$ cat config.mk
export PLATFORM = sky130hd
export DESIGN_NAME = nibble_serial_adder
export DESIGN_NICKNAME = d
export VERILOG_FILES = /design/src/rtl/nsa_pkg.sv /design/src/rtl/rip_adder.sv /design/src/rtl/nibble_serial_adder.sv
export SDC_FILE = /design/constraint.sdc
export NUM_CORES = 1
export LEC_CHECK = 0
export ABC_AREA = 0
export CAP_MARGIN = 20
export CELL_PAD_IN_SITES_DETAIL_PLACEMENT = 0
export CELL_PAD_IN_SITES_GLOBAL_PLACEMENT = 1
export CORE_MARGIN = 5
export CORE_UTILIZATION = 25
export DETAILED_ROUTE_END_ITERATION = 7
export GPL_TIMING_DRIVEN = 1
export PLACE_DENSITY = 0.58
export REMOVE_ABC_BUFFERS = 1
export SYNTH_ARGS = -nofsm -noshare
export SYNTH_HDL_FRONTEND = slang
export SYNTH_SLANG_ARGS = --single-unit
$ cat constraint.sdc
create_clock -name clk -period 5.8 [get_ports clk]
set_clock_uncertainty 0.2 [all_clocks]
set_input_delay 0.58 -clock clk [delete_from_list [all_inputs] [get_ports clk]]
set_output_delay 0.58 -clock clk [all_outputs]
set_load 0.02 [all_outputs]
$ cat src/rtl/nsa_pkg.sv
// Shared definitions for the nibble-serial adder: nibble width, FSM encoding
// and the index-width helper.
package nsa_pkg;

  localparam int NIBBLE_W = 4;

  typedef enum logic [1:0] {
    IDLE = 2'd0,
    RUN  = 2'd1,
    DONE = 2'd2
  } state_t;

  function automatic int idx_w(input int nibbles);
    return (nibbles <= 1) ? 1 : $clog2(nibbles);
  endfunction

endpackage

$ cat src/rtl/rip_adder.sv
// 4-bit ripple-carry adder; the combinational stage reused every cycle by
// nibble_serial_adder.
module rip_adder (
  input  logic [3:0] a,
  input  logic [3:0] b,
  input  logic       cin,
  output logic [3:0] s,
  output logic       cout
);

  logic [4:0] c;

  assign c[0] = cin;

  for (genvar i = 0; i < 4; i++) begin : g_fa
    assign s[i]   = a[i] ^ b[i] ^ c[i];
    assign c[i+1] = (a[i] & b[i]) | (c[i] & (a[i] ^ b[i]));
  end

  assign cout = c[4];

endmodule

$ cat src/rtl/nibble_serial_adder.sv
// WIDTH-bit adder that reuses one 4-bit ripple stage over NIBBLES cycles, LSB first.
// Optional signed-overflow output enabled by NIBBLE_SERIAL_ADDER_OVF_EN.
module nibble_serial_adder
  import nsa_pkg::*;
#(
  parameter int WIDTH = 16
) (
  input  logic             clk,
  input  logic             rst_n,
  input  logic             in_valid,
  output logic             in_ready,
  input  logic [WIDTH-1:0] a,
  input  logic [WIDTH-1:0] b,
  input  logic             c_in,
  output logic             out_valid,
  input  logic             out_ready,
  output logic [WIDTH-1:0] sum,
  output logic             carry,
`ifdef NIBBLE_SERIAL_ADDER_OVF_EN
  output logic             ovf,
`endif
  output logic             busy
);

  localparam int NIBBLES = WIDTH / NIBBLE_W;
  localparam int IDX_W   = idx_w(NIBBLES);
  localparam logic [IDX_W-1:0] LAST_IDX = IDX_W'(NIBBLES - 1);

  if (WIDTH < NIBBLE_W || (WIDTH % NIBBLE_W) != 0) begin : g_bad_width
    $error("nibble_serial_adder: WIDTH must be a multiple of 4 and at least 4");
  end

  state_t           state, state_nxt;
  logic [WIDTH-1:0] a_sh, b_sh, res_sh, res_nxt;
  logic             carry_r;
  logic [IDX_W-1:0] idx;
  logic [3:0]       nib_sum;
  logic             nib_cout;
  logic             last;

  rip_adder u_rip_adder (
    .a    (a_sh[3:0]),
    .b    (b_sh[3:0]),
    .cin  (carry_r),
    .s    (nib_sum),
    .cout (nib_cout)
  );

  // New nibble enters at the top; after NIBBLES shifts the result is aligned.
  assign res_nxt = WIDTH'({nib_sum, res_sh} >> NIBBLE_W);
  assign last    = (idx == LAST_IDX);

  always_ff @(posedge clk or negedge rst_n) begin
    if (!rst_n) state <= IDLE;
    else        state <= state_nxt;
  end

  always_comb begin
    state_nxt = state;
    in_ready  = 1'b0;
    out_valid = 1'b0;
    busy      = 1'b1;
    case (state)
      IDLE: begin
        in_ready = 1'b1;
        busy     = 1'b0;
        if (in_valid) state_nxt = RUN;
      end
      RUN:  if (last) state_nxt = DONE;
      DONE: begin
        out_valid = 1'b1;
        if (out_ready) state_nxt = IDLE;
      end
      default: begin
        state_nxt = IDLE;
        busy      = 1'b0;
      end
    endcase
  end

  always_ff @(posedge clk or negedge rst_n) begin
    if (!rst_n) begin
      a_sh    <= '0;
      b_sh    <= '0;
      res_sh  <= '0;
      carry_r <= 1'b0;
      idx     <= '0;
      sum     <= '0;
      carry   <= 1'b0;
`ifdef NIBBLE_SERIAL_ADDER_OVF_EN
      ovf     <= 1'b0;
`endif
    end else if (state == IDLE && in_valid) begin
      a_sh    <= a;
      b_sh    <= b;
      carry_r <= c_in;
      idx     <= '0;
    end else if (state == RUN) begin
      a_sh    <= a_sh >> NIBBLE_W;
      b_sh    <= b_sh >> NIBBLE_W;
      res_sh  <= res_nxt;
      carry_r <= nib_cout;
      idx     <= idx + IDX_W'(1);
      // Outputs update only when a full result exists, so they hold in IDLE.
      if (last) begin
        sum   <= res_nxt;
        carry <= nib_cout;
`ifdef NIBBLE_SERIAL_ADDER_OVF_EN
        ovf   <= (a_sh[3] ^ b_sh[3] ^ nib_sum[3]) ^ nib_cout;
`endif
      end
    end
  end

endmodule

# After elaboration in Yosys (flattened, before gate mapping)
# Cells that the tools add are included.
# word_totals
ff_bits,70
latchBits,0
ram_bits,0
romBits,0
input_bits,37
out_inout_bits,20
wordCells,58
mem_count,0
# op_classes
addsub,1
mul,0
n_div,0
order_cmp,0
n_eq_ne,6
shifts,0
n_mux,15
bitwise_logic,21
n_reduce_logical,7
# op_table
cell,count
16-bit two-way mux,4
2-bit two-way mux,5
1-bit bitwise AND,8
1-bit XOR,8
2-bit != test (second input constant),3
2-bit one-hot mux with 3 select lines,1
3-bit AND reduction,2
1-bit two-way mux,5
2-bit == test (second input constant),2
1-bit OR,4
2-bit by 1-bit adder with 2-bit output (second input constant),1
2-bit by 1-bit == test with 1-bit output (second input constant),1
2-bit logical NOT,1
2-bit AND reduction,1
2-bit nonzero test,1
2-bit OR reduction,1
1-bit logical AND,1
1-bit inverter,1

# Logic depth before layout (Yosys ltp)
# Gate-level depths: netlist (run 1).
# depth
depth_word,11
ltp_mapped,10
ltp_nobuf,10

# Cells and area by module
# Synthesis (run 1) repeated with hierarchy kept, for this count alone.
# hier_totals
cells_unflattened,243
area_unflattened_um2,2999.1
# modules_own_cells
mod,instances,cells_per_inst,area_each_um2,seq_area_each_um2
nibble_serial_adder,1,229,2881.5,1651.6
rip_adder,1,14,117.6,0.0

# Least setup slack after synthesis (run 1)
# No wires, ideal clock.
# synth_timing
kind,reg2reg
from,register a_sh[0]
to,register sum[15]
setup_time_ps,95
arrival_ps,2080
required_ps,5505
slack_ps,3425
stages_incl_launch_ff,9
n_path_buf,0
period_less_slack_ps,2375
cell_sequence,dfrtp_1 > fa_1 > inv_1 > fa_1 > inv_1 > fa_1 > inv_1 > fa_1 > o31ai_1
# synth_via
elab_chain_cells,8
elab_cells_between_ends,9
cone_classes,9 x bitwise
# synth_lines
element,line_no,text
start: declaration,nibble_serial_adder.sv:34,"logic [WIDTH-1:0] a_sh, b_sh, res_sh, res_nxt;"
start signal: assignment,nibble_serial_adder.sv:99,a_sh <= a_sh >> NIBBLE_W;
1-bit XOR,rip_adder.sv:17,assign c[i+1] = (a[i] & b[i]) | (c[i] & (a[i] ^ b[i]));
1-bit bitwise AND,rip_adder.sv:17,
1-bit OR (*),rip_adder.sv:17,
1-bit bitwise AND (*),rip_adder.sv:17,
1-bit OR (*),rip_adder.sv:17,
1-bit bitwise AND (*),rip_adder.sv:17,
1-bit OR (*),rip_adder.sv:17,
1-bit XOR (*),rip_adder.sv:16,assign s[i] = a[i] ^ b[i] ^ c[i];
end signal: assignment,nibble_serial_adder.sv:106,sum <= res_nxt;
end: declaration,nibble_serial_adder.sv:17,"output logic [WIDTH-1:0] sum,"
# Every way passes the cells marked *; elsewhere a longest branch is shown, timed or not.
# A chain may end at the register's enable or synchronous reset.

# Worst setup path in the final report (run 1)
# Same ends and word-level chain as after synthesis.

==> run_results.csv, run 1 <==
group,metric,value,unit
status,status,"finished, final reports clean",
global_route,antenna_found_initial,0,
cells_and_area,synthToLayoutAreaGrowth,31.0,%
power,p_sw,0.748,mW
job,drv_cap,0,
detailed_routing,post_drt_wl_per_cell,13.0,um
synth,synthXorXnorAreaFrac,0.00292,
cells_and_area,diodes,0,
synth,synth_simple_gate_area_frac,0.0744,
setup_path,path_depth,8,
synth,synth-compound-area-share,0.0664,
synth,avgSynthCellArea,12.3,um^2
synth,ys_seq_area_frac,0.551,
setup_path,critPathSlowestCell,"fa_1",
setup_path,max_stage_delay,0.44,ns
setup_path,worst-path-buf-inv,3,
sta,clock.fmax,395,MHz
clock_network,clkLatencyLatePin,0.32,ns
place,globalplace.congestion,0.680,
clock_network,clk_pin_slew,0.05,ns
sta,rsz0062_at_grt,"false",
detailed_routing,drt_iter0_markers,101,
floorplanning,ioPinCount,57,
detailed_routing,drt_pass1_iterations,4,
synth,synth-adder-area-share,0.0434,
power,leakagePower,1.67,nW
setup_path,crit_required,5.83,ns
sta,tns,0,ns
sta,final_hold_viol_count,0,
clock_network,postCtsHoldBufs,0,
clock_network,cts.sinks,66,
synth,ys_warn_count,0,
sta,timing.hold.ws,0.162,ns
floorplanning,dieArea,0.0143,mm^2
floorplanning,rows,40,
global_route,grt_max_degree,74,
sta,period_needed,2.53,ns
place,place_worst_setup_slack,3.22,ns
clock_network,cts_buffers,9,
sta,period_share,0.437,
detailed_routing,ant_nets,0,
floorplanning,core-area,0.0119,mm^2
global_route,grt_pass1_wl,9920,um
setup_path,path_cells,"fa_1, inv_1, fa_1, inv_1, fa_1, inv_1, fa_1, o31ai_1",
detailed_routing,wl,5820,um
clock_network,cts_resized,0,
cells_and_area,drive_gt1_frac,0.156,
setup_path,startpoint_type,"flip-flop",
power,netSwitchingFraction,0.337,
synth,synth_cell_types,22,
global_route,grt_overflow,0,
power,clkPwrFrac,0.234,
setup_path,crit_family,"adder cells",
power,powerDensity,565,mW/mm^2
power,intPower,1.47,mW
sta,setup_ws,3.27,ns
setup_path,worstRegToRegCells,8,
detailed_routing,dr_total_vias,1881,
clock_network,cts_tree,"yes",
synth,syn_area,0.00300,mm^2
detailed_routing,vias_per_cell,4.19,
power,comb_power_share,0.404,
clock_network,root_buffer,"clkbuf_16",
setup_path,cpMostUsedCell,"fa_1",
sta,relSlewSlack,0.427,
setup_path,cp.arrival,2.56,ns
clock_network,cts_buffer_depth,2,
power,pwr-share-seq,0.362,
cells_and_area,mostFrequentLayoutCells,"dfrtp_1, clkdlybuf4s50_1, o21ai_0, nand2_1, mux2i_1",
place,portBuffers,56,
place,hpwl,3780,um
sta,finalMaxSlewViolations,0,
setup_path,crit_path_end_kind,"flip-flop",
power,ir_drop,0.133,mV
clock_network,cts_setup_buffers,0,
detailed_routing,drc,0,
synth,ys_ff_latch,66,
setup_path,worst-path-max-fanout,2,
floorplanning,die_w,119,um
floorplanning,die_h,119,um
cells_and_area,num-nets-final,342,
floorplanning,initial_core_util,0.253,
setup_path,critical_path_class,"reg -> reg",
sta,setup_viol,0,
synth,muxShareOfSynthArea,0.207,
global_route,grt_usage,0.0868,
sta,tightest_slew,0.860,ns
clock_network,htreeDepth,3,
synth,synth_top_family_by_area,"multiplexers",
hold_path,hp-class,"in -> async",
global_route,grt_pass1_vias,2020,
cells_and_area,layout_commonest_cell,"dfrtp_1",
synth,syn_inst,244,
-- synth_stat cells --
cell      instances  share of area
xnor2_1           1         0.0029
fa_1              4          0.027
buf_12            1         0.0067
nor2_8            1         0.0067
buf_2             6          0.010
nand2_2           1         0.0021
mux2_4           10          0.050
ha_1              4          0.017
nor2_1            2         0.0025
clkbuf_1          3         0.0038
buf_4             2         0.0050
dfrtp_1          66           0.55
o31ai_1           2         0.0050
and2_4            1         0.0029
mux2_2           16          0.060
o221ai_1          1         0.0029
nand2_1          33          0.041
o21ai_0          35          0.058
buf_6             3          0.011
nand2b_1          9          0.019
inv_1            14          0.018
mux2i_1          29          0.097
-- metal layers --
layer | wire length, um | global-route usage | vias to the layer above
li1 | - | - | 925
met1 | 2810 | 0.111 | 895
met2 | 2610 | 0.132 | 51
met3 | 280 | 0.0309 | 10
met4 | 114 | 0.0372 | 0
met5 | 0 | 0 | -
-- logic make-up (layout without fill, tap and decap cells) --
kind of cell / Yosys count / in the layout
fa+ha+maj: 8 / 8
buf+inv: 29 / 87
compound gates: 38 / 38
simple gates: 47 / 47
flops: 66 / 66
xor+xnor: 1 / 1
mux: 55 / 55
-- area by class of cell --
cell class | instances | area, um^2
inverter | 14 | 52.6
sequential | 66 | 1650
clock inverter | 6 | 57.6
clock buffer | 10 | 229
timing repair buffer | 57 | 566
tap | 147 | 184
multi-input combinational | 149 | 1180
fill | 1188 | 7940
-- path summary, 6_finish.rpt --
| check | startpoint | to | slack, ns |
|---|---|---|---|
| worst max register to register | a_sh[0] | sum[15] | 3.27 |
| min in group clk | res_sh[5] | res_sh[5] | 0.30 |
| worst min-delay path | rst_n | sum[9] | 0.16 |
| worst min register to register | res_sh[5] | res_sh[5] | 0.30 |
| max in group asynchronous | rst_n | b_sh[2] | 4.66 |
| worst max-delay path | a_sh[0] | sum[15] | 3.27 |
-- stage by stage --
step	area, um^2	total power, mW	util	cells
6_report	3920	2.22	0.331	449
5_1_grt	3920	2.39	0.331	449
4_1_cts	3920	2.27	0.331	449
2_1_floorplan	2890	1.41	-	229
3_3_place_gp	3640	1.71	0.307	433
3_5_place_dp	3640	1.74	0.307	433
-- power by group through the flow --
stage                     clock (mW)  sequential, mW  combinational (mW)
final                          0.518           0.803               0.897
after global routing           0.553           0.835                1.00
after CTS                      0.541           0.809               0.920
after detailed placement           0           0.816               0.919
after global placement             0           0.810               0.904
after floorplan                    0           0.847               0.566
-- flip-flops by register name, indices dropped and copies added (netlist names) --
signal,count
a_sh,16
b_sh,16
carry,1
carry_r,1
idx,2
res_sh,12
state,2
sum,16
No activity file was read; power rests on OpenSTA's default activity.
==> run 2, diff against run 1 <==
==> constraint.sdc (replaced) <==
create_clock -name clk -period 2.5 [get_ports clk]
set_clock_uncertainty 0.2 [all_clocks]
set_input_delay 0.25 -clock clk [delete_from_list [all_inputs] [get_ports clk]]
set_output_delay 0.25 -clock clk [all_outputs]
set_load 0.02 [all_outputs]
==> run_results.csv, run 2 (synthesized netlist as in run 1, its figures left out) <==
group,metric,value,unit
global_route,grt_usage,0.0867,
power,powerDensity,1330,mW/mm^2
setup_path,startpoint_type,"flip-flop",
detailed_routing,vias_per_cell,4.15,
global_route,grt_pass1_vias,2004,
cells_and_area,synthToLayoutAreaGrowth,33.5,%
sta,period_needed,2.42,ns
status,status,"finished, final reports clean",
floorplanning,die_w,119,um
setup_path,crit_path_end_kind,"flip-flop",
setup_path,max_stage_delay,0.45,ns
sta,rsz0062_at_grt,"true",
place,dp_cells,436,
floorplanning,core-area,0.0119,mm^2
setup_path,cp.arrival,2.45,ns
detailed_routing,dr_total_vias,1881,
setup_path,critPathSlowestCell,"fa_1",
clock_network,cts_setup_buffers,0,
place,place_worst_setup_slack,-0.00864,ns
floorplanning,die_h,119,um
global_route,grt_overflow,0,
cells_and_area,layout_commonest_cell,"dfrtp_1",
global_route,antenna_found_initial,0,
cells_and_area,final_cells,453,
floorplanning,dieArea,0.0143,mm^2
hold_path,hp-class,"in -> reg",
clock_network,cts_buffers,9,
detailed_routing,wl,5850,um
detailed_routing,post_drt_wl_per_cell,12.9,um
place,portBuffers,56,
cells_and_area,stdcell_area,0.00400,mm^2
floorplanning,ioPinCount,57,
floorplanning,initial_core_util,0.253,
clock_network,htreeDepth,3,
detailed_routing,drc,0,
power,leakagePower,1.70,nW
clock_network,clkLatencyLatePin,0.32,ns
sta,tightest_slew,0.842,ns
cells_and_area,diodes,0,
sta,final_hold_viol_count,0,
setup_path,worstRegToRegCells,8,
power,ir_drop,0.404,mV
cells_and_area,num-nets-final,346,
cells_and_area,fill_cells,1210,
clock_network,cts_tree,"yes",
job,drv_cap,0,
sta,relSlewSlack,0.439,
place,hpwl,4000,um
setup_path,path_cells,"fa_2, inv_2, fa_1, inv_1, fa_2, inv_2, fa_1, o31ai_2",
detailed_routing,drt_iter0_markers,116,
global_route,grt_max_degree,67,
sta,clock.fmax,413,MHz
clock_network,cts.sinks,66,
setup_path,worst-path-buf-inv,3,
detailed_routing,ant_nets,0,
hold_path,holdPathStages,3,
detailed_routing,drt_pass1_iterations,4,
sta,period_share,0.968,
power,p_total,5.33,mW
setup_path,path_depth,8,
clock_network,cts_buffer_depth,2,
sta,finalMaxSlewViolations,0,
place,globalplace.congestion,0.721,
cells_and_area,drive_gt1_frac,0.183,
clock_network,clk_pin_slew,0.06,ns
cells_and_area,reg_top3,"a_sh (16), b_sh (16), sum (16)",
setup_path,crit_family,"adder cells",
global_route,grt_pass1_wl,9910,um
sta,setup_ws,0.0811,ns
setup_path,critical_path_class,"reg -> reg",
cells_and_area,mostFrequentLayoutCells,"dfrtp_1, clkdlybuf4s50_1, o21ai_0, nand2_1, mux2i_1",
setup_path,crit_required,2.54,ns
sta,setup_viol,0,
floorplanning,rows,40,
clock_network,root_buffer,"clkbuf_16",
setup_path,worst-path-max-fanout,2,
place,place_area,0.00366,mm^2
## run 2: cell count changes in the layout (fill, tap and decap cells not counted), sizes merged
cell | previous run | this run
buf | 2 | 5
bufinv | 1 | 2
clkbuf | 10 | 9
clkinv | 4 | 3
clkinvlp | 1 | 2
dlygate4sd3 | 0 | 1
## run 2: final timing paths
kind / to / start / slack (ns)
worst max register to register: sum[15] / carry_r / 0.08
min in group asynchronous: sum[1] / rst_n / 0.35
worst max-delay path: sum[15] / carry_r / 0.08
worst min-delay path: b_sh[13] / b[13] / 0.27
max in group asynchronous: a_sh[10] / rst_n / 1.17
worst min register to register: res_sh[5] / res_sh[5] / 0.30
## run 2: area by class of cell
cell class,count,area (um^2),area share
inverter,14,52.6,0.0131
multi-input combinational,149,1190,0.298
clock buffer,9,225,0.0563
clock inverter,7,93.8,0.0235
timing repair buffer,61,598,0.150
tap,147,184,0.0460
sequential,66,1650,0.413
## run 2: what timing repair did
item / 4_1_cts / 5_1_grt
gates resized for setup: 0 / 5
setup endpoints to repair: 1 / 2
gates cloned: 0 / 0
hold endpoints to repair: 66 / 0
pin swaps: 1 / 3
hold buffers: 1 / 0
## run 2: where the power goes
| part | internal (mW) | total (mW) | switching, mW |
|---|---|---|---|
| Sequential | 1.58 | 1.87 | 0.295 |
| Clock | 0.870 | 1.33 | 0.460 |
| Combinational | 1.10 | 2.13 | 1.02 |
## run 2: through the flow
step	hold slack [ns]	TNS, ns	util
6_report	0.272	0	0.337
5_1_grt	0.292	-0.0497	0.337
4_1_cts	0.266	0	0.336
3_5_place_dp	0.226	-0.00864	0.309
3_3_place_gp	0.225	0	0.309
2_1_floorplan	-0.246	-13.25	-
## run 2: layer usage
| layer | part of all wire | track usage | vias up |
|---|---|---|---|
| li1 | - | - | 934 |
| met1 | 0.48 | 0.114 | 888 |
| met2 | 0.46 | 0.135 | 51 |
| met3 | 0.045 | 0.0304 | 8 |
| met4 | 0.0092 | 0.0258 | 0 |
| met5 | 0 | 0 | - |
## run 2: worst register-to-register path, delay by kind of cell (launching register included)
family | cells | cell delay, ns
AOI/OAI and AO/OA | 1 | 0.24
adders and majority gates | 4 | 1.32
buffers and inverters | 3 | 0.17
DFF | 1 | 0.40
